<file path="src/rtl/pipe_stage_hs_pkg.sv">
// Shared types for the handshaked pipeline-stage register.
package pipe_stage_hs_pkg;

  typedef enum logic [1:0] {
    StEmpty = 2'd0,
    StOne   = 2'd1,
    StTwo   = 2'd2
  } hs_state_e;

  // Width of one slot entry: payload, exception vector, pc and delay-slot flag.
  function automatic int unsigned slot_width(input int unsigned payload_w,
                                             input int unsigned exc_w,
                                             input int unsigned addr_w);
    return payload_w + exc_w + addr_w + 1;
  endfunction

endpackage

</file>
<file path="src/rtl/pipe_slot.sv">
// One storage slot: a valid bit plus a data word, with load and clear.
module pipe_slot #(
  parameter int unsigned         DataW   = 1,
  parameter logic [DataW-1:0]    NopData = '0
) (
  input  logic             clk,
  input  logic             rst,
  input  logic             load_i,
  input  logic             clear_i,
  input  logic [DataW-1:0] data_i,
  output logic             valid_o,
  output logic [DataW-1:0] data_o
);

  logic             valid_q;
  logic [DataW-1:0] data_q;

  // Clear wins so an empty slot never exposes stale data.
  always_ff @(posedge clk or negedge rst) begin
    if (!rst) begin
      valid_q <= 1'b0;
      data_q  <= NopData;
    end else if (clear_i) begin
      valid_q <= 1'b0;
      data_q  <= NopData;
    end else if (load_i) begin
      valid_q <= 1'b1;
      data_q  <= data_i;
    end
  end

  assign valid_o = valid_q;
  assign data_o  = data_q;

endmodule

</file>
<file path="src/rtl/pipe_stage_hs.sv">
// Handshaked pipeline-stage register with a skid slot, flush and a saturating stall counter.
module pipe_stage_hs
  import pipe_stage_hs_pkg::*;
#(
  parameter int unsigned          PAYLOAD_W   = 72,
  parameter int unsigned          EXC_W       = 32,
  parameter int unsigned          ADDR_W      = 32,
  parameter logic [PAYLOAD_W-1:0] NOP_PAYLOAD = '0,
  parameter int unsigned          CNT_W       = 16
) (
  input  logic                 clk,
  input  logic                 rst,
  input  logic                 flush_i,
  input  logic                 in_valid_i,
  output logic                 in_ready_o,
  input  logic [PAYLOAD_W-1:0] in_payload_i,
  input  logic [EXC_W-1:0]     in_exc_i,
  input  logic [ADDR_W-1:0]    in_pc_i,
  input  logic                 in_dslot_i,
  input  logic                 next_dslot_i,
  output logic                 out_valid_o,
  input  logic                 out_ready_i,
  output logic [PAYLOAD_W-1:0] out_payload_o,
  output logic [EXC_W-1:0]     out_exc_o,
  output logic [ADDR_W-1:0]    out_pc_o,
  output logic                 out_dslot_o,
  output logic                 is_in_dslot_o,
  output logic [CNT_W-1:0]     stall_cnt_o
);

  localparam int unsigned SlotW = slot_width(PAYLOAD_W, EXC_W, ADDR_W);
  localparam logic [SlotW-1:0] SlotNop = {NOP_PAYLOAD, {(EXC_W + ADDR_W + 1){1'b0}}};
  localparam logic [CNT_W-1:0] CntMax  = '1;
  localparam logic [CNT_W-1:0] CntOne  = {{(CNT_W - 1){1'b0}}, 1'b1};

  hs_state_e        state_q, state_d;
  logic             ready_q;
  logic             dslot_q;
  logic [CNT_W-1:0] cnt_q;

  logic             acc, dep;
  logic             m_load, m_clear, m_from_skid, s_load, s_clear;
  logic             m_valid, s_valid;
  logic [SlotW-1:0] in_data, m_in, m_data, s_data;

  assign in_data = {in_payload_i, in_exc_i, in_pc_i, in_dslot_i};
  assign m_in    = m_from_skid ? s_data : in_data;
  assign acc     = in_valid_i & ready_q;
  assign dep     = m_valid & out_ready_i;

  always_comb begin
    state_d     = state_q;
    m_load      = 1'b0;
    m_clear     = 1'b0;
    m_from_skid = 1'b0;
    s_load      = 1'b0;
    s_clear     = 1'b0;
    if (flush_i) begin
      state_d = StEmpty;
      m_clear = 1'b1;
      s_clear = 1'b1;
    end else begin
      unique case (state_q)
        StEmpty: begin
          if (acc) begin
            m_load  = 1'b1;
            state_d = StOne;
          end
        end
        StOne: begin
          if (acc && dep) begin
            m_load = 1'b1;
          end else if (acc) begin
            s_load  = 1'b1;
            state_d = StTwo;
          end else if (dep) begin
            m_clear = 1'b1;
            state_d = StEmpty;
          end
        end
        StTwo: begin
          // Upstream is held off (ready low), so only a departure can happen here.
          if (dep) begin
            m_load      = 1'b1;
            m_from_skid = 1'b1;
            s_clear     = 1'b1;
            state_d     = StOne;
          end
        end
        default: begin
          state_d = StEmpty;
          m_clear = 1'b1;
          s_clear = 1'b1;
        end
      endcase
    end
  end

  always_ff @(posedge clk or negedge rst) begin
    if (!rst) begin
      state_q <= StEmpty;
      ready_q <= 1'b1;
      dslot_q <= 1'b0;
      cnt_q   <= '0;
    end else begin
      state_q <= state_d;
      ready_q <= (state_d != StTwo);
      if (flush_i) begin
        dslot_q <= 1'b0;
      end else if (acc) begin
        dslot_q <= next_dslot_i;
      end
      // Counts regardless of flush; only reset clears it.
      if (m_valid && !out_ready_i && (cnt_q != CntMax)) begin
        cnt_q <= cnt_q + CntOne;
      end
    end
  end

  pipe_slot #(
    .DataW   (SlotW),
    .NopData (SlotNop)
  ) u_main (
    .clk     (clk),
    .rst     (rst),
    .load_i  (m_load),
    .clear_i (m_clear),
    .data_i  (m_in),
    .valid_o (m_valid),
    .data_o  (m_data)
  );

  pipe_slot #(
    .DataW   (SlotW),
    .NopData (SlotNop)
  ) u_skid (
    .clk     (clk),
    .rst     (rst),
    .load_i  (s_load),
    .clear_i (s_clear),
    .data_i  (in_data),
    .valid_o (s_valid),
    .data_o  (s_data)
  );

  assign in_ready_o    = ready_q;
  assign out_valid_o   = m_valid;
  assign {out_payload_o, out_exc_o, out_pc_o, out_dslot_o} = m_data;
  assign is_in_dslot_o = dslot_q;
  assign stall_cnt_o   = cnt_q;

  logic unused_s_valid;
  assign unused_s_valid = s_valid;

endmodule

</file>
<file path="config.mk">
export PLATFORM = sky130hd
export DESIGN_NAME = pipe_stage_hs
export DESIGN_NICKNAME = d
export VERILOG_FILES = /design/src/rtl/pipe_stage_hs_pkg.sv /design/src/rtl/pipe_slot.sv /design/src/rtl/pipe_stage_hs.sv
export SDC_FILE = /design/constraint.sdc
export NUM_CORES = 1
export LEC_CHECK = 0
export ABC_CLOCK_PERIOD_IN_PS = 2300
export BUFFER_PORTS_ARGS = -buffer_cell sky130_fd_sc_hd__buf_4
export CAP_MARGIN = 10
export CORE_MARGIN = 2
export CORE_UTILIZATION = 35
export CTS_CLUSTER_SIZE = 8
export DETAILED_ROUTE_END_ITERATION = 10
export PLACE_DENSITY_LB_ADDON = 0.12
export SLEW_MARGIN = 20
export SYNTH_ARGS = -nofsm -noshare
export SYNTH_HDL_FRONTEND = slang
export SYNTH_SLANG_ARGS = --single-unit
export TNS_END_PERCENT = 20
</file>
<file path="constraint.sdc">
create_clock -name clk -period 2.3 [get_ports clk]
set_clock_uncertainty 0.1 [all_clocks]
set_input_delay 0.69 -clock clk [delete_from_list [all_inputs] [get_ports clk]]
set_output_delay 0.69 -clock clk [all_outputs]
set_load 0.01 [all_outputs]
</file>
[Word level (Yosys, flattened, before mapping)]
Cells that the tools add are included.
Widths: inputs -> output; s select.
Word-level totals
  bits in registers: 295
  input bits: 143
  output and inout port bits: 156
  word-level logic and storage cells: 56
Cells by class
  add/subtract/negate cells: 1
  equality and inequality tests: 4
  multiplexer cells: 32
  bitwise gates (word level): 2
  reduce and logical (&&, ||, !) cells: 10
Operators by type and width (number)
  $mux 137: 5
  $mux 1: 17
  $add 16x1->16 const B: 1
  $ne 16x16->1 const B: 1
  $mux 2: 6
  $pmux 2 s3: 1
  $reduce_bool 2->1: 3
  $pmux 1 s2: 2
  $reduce_or 2->1: 2
  $logic_and 1x1->1: 3
  $pmux 1 s3: 1
  $and 1x1->1: 2
  $eq 2x1->1 const B: 1
  $eq 2x2->1 const B: 1
  $logic_not 2->1: 1
  $ne 2x2->1 const B: 1
  $logic_not 1->1: 1

[Logic depth before layout (Yosys ltp)]
Gate-level depths: netlist (run 1).
  word-level depth: 7
  gate-level depth with buffers: 7
  mapped depth without buffers: 5

[Modules after synthesis]
From an unflattened synthesis (run 1), not the netlist that was laid out.
Second synthesis, totals
  cells, all modules: 1144
  area total of the unflattened synthesis: 14142.3 um^2
By module, submodules not included
  pipe_slot: times used 2, cells an instance 445, area each 5686.7 um^2, seq. area each 3453.3 um^2
  pipe_stage_hs: times used 1, cells an instance 254, area each 2768.9 um^2, seq. area each 501.7 um^2

[Worst setup path after synthesis (run 1)]
OpenSTA, ideal clock, no wires.
  kind: input port to flip-flop
  start point: in flush_i
  end point: reg u_main.data_q[100], in the netlist u_main.data_o[100]
  setup time: 132 ps
  data arrival time: 1852 ps
  data required time: 2068 ps
  slack: 217 ps
  cell stages on the path: 7
  path buffers: 3
  path through: clkbuf_1 -> nor2_1 -> nand3_1 -> buf_2 -> buf_2 -> mux2i_1 -> o2bb2ai_1
Between the ends
  word-level cells in the longest chain between the ends: 4
  elaborated cells between the ends (all ways): 7
  those cells by class: 6 x mux; 1 x reduce/logical
Ends and longest elaborated chain
  start: declaration: line pipe_stage_hs.sv:13  | input logic flush_i,
  $mux 1: line pipe_stage_hs.sv:58  | if (flush_i) begin
  $mux 137: line pipe_stage_hs.sv:47  | assign m_in = m_from_skid ? s_data : in_data;
  $mux 137: line pipe_slot.sv:26  | end else if (load_i) begin
  $mux 137: line pipe_slot.sv:23  | end else if (clear_i) begin
  end signal: assignment: line pipe_slot.sv:22  | data_q <= NopData;
  end signal: assignment: line pipe_slot.sv:25  | data_q <= NopData;
  end signal: assignment: line pipe_slot.sv:28  | data_q <= data_i;
  end: declaration: line pipe_slot.sv:16  | logic [DataW-1:0] data_q;
Parallel ways exist; a longest one is shown, timed or not. The select of a mux whose other input is x is not followed.
A chain may end at the register's enable or synchronous reset.

[Worst setup path after layout (run 1)]
  start point: reg u_main.valid_q, in the netlist u_main.valid_o
  end point: reg u_main.data_q[90], in the netlist u_main.data_o[90]
Between the ends
  word-level cells in the longest chain between the ends: 7
  elaborated cells between the ends (all ways): 16
  those cells by class: 13 x mux; 1 x bitwise; 2 x reduce/logical
Ends and longest elaborated chain
  start: declaration: line pipe_slot.sv:15  | logic valid_q;
  start signal: assignment: line pipe_slot.sv:21  | valid_q <= 1'b0;
  start signal: assignment: line pipe_slot.sv:24  | valid_q <= 1'b0;
  start signal: assignment: line pipe_slot.sv:27  | valid_q <= 1'b1;
  $and 1x1->1 (*): line pipe_stage_hs.sv:49  | assign dep = m_valid & out_ready_i;
  $mux 1: line pipe_stage_hs.sv:76, pipe_stage_hs.sv:83
  $mux 1, on equally long branches: line pipe_stage_hs.sv:73, pipe_stage_hs.sv:63
  $mux 1, on equally long branches: line pipe_stage_hs.sv:71, pipe_stage_hs.sv:58
  $pmux 1 s2 / $mux 137 (equally long branches): line pipe_stage_hs.sv:63, pipe_stage_hs.sv:47
  $mux 1 / $mux 137 (equally long branches): line pipe_stage_hs.sv:58, pipe_slot.sv:26
  $mux 137 / $reduce_bool 2->1 (equally long branches)
Every way passes the cells marked *; elsewhere a longest branch is shown, timed or not. The select of a mux whose other input is x is not followed.

==> impl_metrics.csv, run 1 <==
group,metric,value,unit
yosys,ys_seq_area_frac,0.608,
global_routing,antenna_found_initial,0,
worst_setup_path,critPathTopFamily,"simple AND/OR/NAND/NOR gates",
floorplanning,die-area,0.0362,sq mm
place,dpl_cell_area,0.0157,sq mm
yosys,synth-main-ff-cell,"dfrtp_1",
timing,period_minus_slack,2.07,ns
route,wirelength,33.9,mm
worst_setup_path,critPathSlowestCell,"dfrtp_1",
route,antenna_violating_nets_post_route,0,
floorplanning,die_y,190,um
timing,whs,0.291,ns
floorplanning,rows,68,
route,drt_iter0_drc,449,
clocking,cts_root_buffer,"clkbuf_16",
timing,max_slew_margin,0.643,
place,globalplace.congestion,0.755,
worst_setup_path,critPathMaxFanout,32,
timing,slew_violations,0,
timing,hold_viol_final,0,
worst_setup_path,cp-start-kind,"register",
layout,layout-drive-gt1-share,0.354,
worst_setup_path,required,2.63,ns
floorplanning,start_util,0.353,
layout,design_area,0.0169,sq mm
yosys,synth.top_cell.area_share,0.606,
timing,fin_crit_sh,0.898,
clocking,path_clk_slew,0.06,ns
floorplanning,coreArea,0.0344,sq mm
global_routing,overflow,0,
route,drc,0,
timing,max_freq,484,MHz
yosys,syn_area,0.0121,sq mm
route,wl_per_cell,20.1,um
global_routing,grt_max_degree,51,
route,post_drt_via_cell_ratio,5.22,
clocking,cts_setup_buffers,0,
floorplanning,dieWidth,190,um
place,preCtsSetupSlack,-0.0479,ns
global_routing,grt_pass1_vias,9281,
layout,area_growth,39.3,%
worst_setup_path,ff2ff_setup_slack,0.23,ns
timing,rsz0062_at_grt,"no",
timing,setup-violations-final,0,
yosys,synth-edff-count,0,
layout,n_fill_cell,3095,
clocking,cts_buffers,42,
power_and_ir_drop,finalPower,13.6,mW
worst_setup_path,critPathBufInv,2,
worst_setup_path,crit_arrival,2.40,ns
floorplanning,pin_count,299,
worst_setup_path,path_class,"reg -> reg",
global_routing,grt_usage,0.187,
clocking,cts-hold-fix-buffers,1,
yosys,synthCells,875,
layout,fin_nets,1364,
yosys,synth_area_leaders,"dfrtp_1 (61%), mux2i_1 (12%), a22o_1 (9.9%)",
place,hpwl,22.8,mm
worst_setup_path,critPathCaptureType,"register",
yosys,synth_warnings,0,
yosys,async_flop_share,1.00,
clocking,clock_sinks,295,
power_and_ir_drop,powerDensity,802,mW/mm^2
job,drv_cap,0,
clocking,cts_buffer_depth,3,
worst_setup_path,worstPathCellList,"and2_1 -> or2_1 -> a211oi_4 -> buf_4 -> buf_12 -> o2bb2ai_1",
yosys,ys_types,45,
route,drtPass1Iterations,4,
power_and_ir_drop,power_leakage,9.02,nW
clocking,htreeDepth,2,
yosys,synth_top_cell_by_area,"dfrtp_1",
yosys,syn_nets,1019,
route,num_vias,8801,
clocking,cts_tree,"done",
worst_setup_path,slowest_delay,0.46,ns
clocking,insertion_delay,0.52,ns
timing,tightest_slew,0.530,ns
yosys,syn_avg_cell_area,13.9,sq um
timing,setup_ws,0.235,ns
place,port_buffers,298,
clocking,cts-resized-gates,0,
global_routing,grt_pass1_wl,54.2,mm
min_path,holdCritPathClass,"in -> reg",
power_and_ir_drop,irDropWorstVdd,480,uV
status,status,"finished, final reports clean",
yosys,ys_ff_latch,295,
layout,num_antenna_cells,0,
[final timing paths]
| check | startpoint | endpoint | depth (start not counted) |
|---|---|---|---|
| max | u_main.valid_o | u_main.data_o[90] | 6 |
| min | in_payload_i[63] | u_skid.data_o[128] | 2 |
| min in group asynchronous | rst | u_main.data_o[50] | 2 |
| max reg2reg | u_main.valid_o | u_main.data_o[90] | 6 |
| min reg2reg | u_main.data_o[72] | u_main.data_o[72] | 1 |
| max in group asynchronous | rst | u_main.data_o[6] | 3 |
[state kept, by name, indices dropped and copies added, names as in the netlist]
signal          cells
u_main.valid_o      1
is_in_dslot_o       1
in_ready_o          1
u_skid.data_o     137
stall_cnt_o        16
u_main.data_o     137
state_q             2
[power breakdown]
part	total [mW]	internal [mW]	switching [mW]
clock	5.61	3.45	2.15
sequential	5.87	5.59	0.281
combinational	2.10	1.05	1.05
total	13.6	10.1	3.48
[routing by layer]
layer	part of all wire	vias to the layer above	track usage
li1	-	4059	-
met1	0.47	4435	0.272
met2	0.43	261	0.270
met3	0.080	46	0.0593
met4	0.019	0	0.0495
met5	0	-	0
[placed cells by master (no fill, tap or decap), drive strengths merged, types with 2 or more instances in the layout]
master,n
o21bai,3
a22o,137
nand4,3
nand3,9
nor3,4
nor4b,2
buf,379
mux2i,140
xor2,10
and3b,2
or2,2
a21oi,6
nor4,6
o2bb2ai,137
nand2,8
mux2,2
nor2,11
or3,2
clkbuf,54
dfrtp,294
[worst register-to-register path: cells and delay by family, from the launching register on]
kind	cells	cell delay (ns)
compound gates	2	0.48
buf+inv	2	0.42
simple gates	2	0.52
flops	1	0.46
[area by class of cell]
| type | count | area, sq um | share of cell area |
|---|---|---|---|
| Inverter | 1 | 3.75 | 0.000222 |
| Sequential cell | 295 | 7380 | 0.436 |
| Tap cell | 455 | 569 | 0.0336 |
| Multi-Input combinational cell | 500 | 4410 | 0.261 |
| Timing Repair Buffer | 380 | 3390 | 0.200 |
| Clock buffer | 54 | 1160 | 0.0686 |
[logic make-up after synthesis]
family,Yosys count,share of synthesized area
AND/OR/NAND/NOR,57,0.0273
flip-flops,295,0.608
buffers and inverters,80,0.0326
XOR/XNOR,10,0.00721
AO/OA/AOI/OAI,290,0.207
adder cells (fa/ha/maj),1,0.00103
multiplexers,142,0.117
[metrics by stage]
stage | TNS, ns | cells | util
6_report | 0 | 1685 | 0.492
5_1_grt | 0 | 1685 | 0.492
4_1_cts | 0 | 1685 | 0.492
3_5_place_dp | -2.63 | 1630 | 0.458
3_3_place_gp | -0.999 | 1630 | 0.458
2_1_floorplan | 0 | 875 | -
[synthesized netlist by cell type, types with 2 or more instances]
| cell type | count |
|---|---|
| a22o_1 | 137 |
| buf_1 | 7 |
| xor2_1 | 10 |
| dfrtp_1 | 294 |
| or3_1 | 2 |
| nor4_1 | 5 |
| a21oi_1 | 6 |
| nand4_1 | 3 |
| or2_1 | 2 |
| buf_4 | 13 |
| nor3_1 | 4 |
| nand3_1 | 9 |
| o21bai_1 | 3 |
| clkbuf_1 | 22 |
| mux2i_1 | 140 |
| nand2_1 | 7 |
| o2bb2ai_1 | 137 |
| nor2_1 | 11 |
| buf_2 | 36 |
| and3b_1 | 2 |
(Power assumes the default switching activity.)
==> run 2: changes to the inputs <==
ABC_AREA = 1   (was not set)
==> run 2 against run 1 <==
Non-clock buffer count shrank 33. Hold slack gained 0.0085 ns. Cell count grew 46%. Global-route usage grew 0.24 points.
==> impl_metrics.csv, run 2 <==
group,metric,value,unit
status,status,"finished, final reports clean",
clocking,cts_setup_buffers,0,
timing,slew_violations,0,
min_path,holdCritPathClass,"in -> reg",
route,antenna_violating_nets_post_route,0,
clocking,htreeDepth,2,
yosys,synthCells,1681,
timing,max_freq,504,MHz
floorplanning,start_util,0.353,
yosys,synth_area_leaders,"dfrtp_1 (56%), nand2_1 (20%), inv_1 (4.5%)",
min_path,hold_end,"state_q[1]",
worst_setup_path,path_class,"reg -> out",
place,port_buffers,298,
route,drtPass1Iterations,5,
floorplanning,die_y,198,um
yosys,synth-edff-count,0,
worst_setup_path,ff2ff_setup_slack,0.36,ns
place,globalplace.congestion,0.837,
clocking,cts_root_buffer,"clkbuf_16",
layout,finalCoreUtilization,0.468,
layout,final_common_cell,"nand2_1",
place,preCtsSetupSlack,0.0223,ns
clocking,path_clk_slew,0.05,ns
floorplanning,dieWidth,198,um
timing,setup-violations-final,0,
worst_setup_path,crit_arrival,1.19,ns
route,post_drt_via_cell_ratio,4.68,
floorplanning,coreArea,0.0373,sq mm
timing,setup_tns,0,ns
layout,design_area,0.0174,sq mm
job,drv_cap,0,
global_routing,grt_usage,0.190,
clocking,cts_tree,"done",
global_routing,grt_pass1_vias,11200,
min_path,whs_path_depth,2,
place,dpl_cell_area,0.0163,sq mm
timing,max_slew_margin,0.705,
clocking,cts-resized-gates,0,
place,post-place-cells,2408,
layout,area_growth,32.5,%
clocking,cts-hold-fix-buffers,1,
clocking,insertion_delay,0.52,ns
worst_setup_path,critPathSlowestCell,"dfstp_2",
global_routing,grt_pass1_wl,59.6,mm
yosys,synthTopCellsByCount,"nand2_1 (688), dfrtp_1 (294), inv_1 (157), nor2_1 (129), a21oi_1 (110)",
yosys,async_flop_share,1.00,
route,wl_per_cell,15.0,um
floorplanning,rows,71,
yosys,syn_nets,1825,
power_and_ir_drop,power_leakage,9.77,nW
yosys,ys_seq_area_frac,0.561,
worst_setup_path,rr_worst_depth,10,
worst_setup_path,worstPathCellList,"buf_4",
yosys,synth.most_common_cell,"nand2_1",
timing,fin_crit_sh,0.862,
worst_setup_path,critPathCaptureType,"output port",
worst_setup_path,cp-start-kind,"register",
yosys,syn_area,0.0132,sq mm
layout,layout-drive-gt1-share,0.203,
yosys,ys_ff_latch,295,
yosys,ys_types,22,
worst_setup_path,required,1.51,ns
timing,whs,0.300,ns
route,drc,0,
worst_setup_path,critPathTopFamily,"flip-flops",
yosys,synth-main-ff-cell,"dfrtp_1",
timing,tightest_slew,0.442,ns
worst_setup_path,critPathMaxFanout,3,
floorplanning,die-area,0.0392,sq mm
worst_setup_path,worst_r2r_endpoint,"u_main.data_o[5]",
yosys,synth_warnings,0,
timing,rsz0062_at_grt,"no",
worst_setup_path,critPathBufInv,1,
layout,mostFrequentLayoutCells,"nand2_1 (688), buf_4 (318), dfrtp_1 (294)",
power_and_ir_drop,powerDensity,760,mW/mm^2
clocking,cts_buffers,42,
power_and_ir_drop,irDropWorstVdd,529,uV
clocking,clock_sinks,295,
worst_setup_path,worstReg2RegStart,"in_ready_o",
floorplanning,pin_count,299,
yosys,syn_avg_cell_area,7.83,sq um
route,drt_iter0_drc,653,
yosys,synth_top_cell_by_area,"dfrtp_1",
global_routing,antenna_found_initial,1,
timing,setup_ws,0.317,ns
timing,hold_viol_final,0,
route,num_vias,11500,
route,wirelength,37.0,mm
worst_setup_path,slowest_delay,0.55,ns
layout,fin_nets,2123,
global_routing,grt_max_degree,87,
min_path,min_from,"flush_i",
global_routing,overflow,0,
clocking,cts_buffer_depth,3,
place,hpwl,25.1,mm
timing,period_minus_slack,1.98,ns
power_and_ir_drop,finalPower,13.3,mW
layout,post_layout_nonfiller_instances,2464,
yosys,synth.top_cell.area_share,0.559,
==> run 2: changes by cell type after synthesis, sizes merged, moves of 137 or more <==
| cell | before | now |
|---|---|---|
| inv | 1 | 160 |
| mux2i | 140 | 0 |
| a22o | 137 | 0 |
| o21ai | 1 | 142 |
| nand2 | 8 | 689 |
| o2bb2ai | 137 | 0 |
==> run 2: kinds of logic after synthesis <==
logic type                 synth area share
DFF                                   0.561
adders and majority gates          0.000950
AOI/OAI and AO/OA                    0.0963
xor gates and xnor gates            0.00466
and+or+nand+nor                       0.256
buffers and inverters                0.0815
==> run 2: area by class of cell <==
| type | instances | area, sq um |
|---|---|---|
| fillers | 3732 | 19900 |
| flip-flops and latches | 295 | 7380 |
| multi-input cells | 1133 | 4750 |
| repair buffers | 347 | 2950 |
| clock buffers | 54 | 1160 |
| inverters | 160 | 601 |
| well taps | 474 | 593 |
| diodes | 1 | 2.50 |
==> run 2: worst register-to-register path, cell delays in order, from the launching register on <==
cell	delay, ns
dfstp_2	0.55
nand2_1	0.09
nor2_1	0.18
inv_2	0.08
nand3_1	0.07
nand2_1	0.10
nor2_4	0.19
buf_12	0.18
buf_12	0.19
nand2_1	0.08
nand2_1	0.07
==> run 2: metal layers <==
metal | global-route usage | vias up | wire length, um
met5 | 0 | - | 0
met4 | 0.0610 | 0 | 920
met3 | 0.0354 | 57 | 2000
met2 | 0.306 | 269 | 17200
met1 | 0.259 | 5465 | 16900
li1 | - | 5745 | -
==> run 2: how the worst max path moves through the flow <==
stage                startpoint  slack, ns  depth (start not counted)            endpoint
finish               in_ready_o       0.32                          1          in_ready_o
global placement    out_ready_i       0.11                         10   u_main.data_o[35]
global route         in_ready_o       0.21                         10   u_main.data_o[34]
CTS                  in_ready_o       0.29                          1          in_ready_o
floorplan            in_valid_i       0.49                          9   u_skid.data_o[32]
detailed placement  out_ready_i       0.02                         10  u_main.data_o[111]
==> run 2: power by group <==
part	total (mW)	internal, mW	switching [mW]
sequential	5.79	5.55	0.247
combinational	1.84	0.820	1.02
clock	5.62	3.45	2.17
total	13.3	9.82	3.43
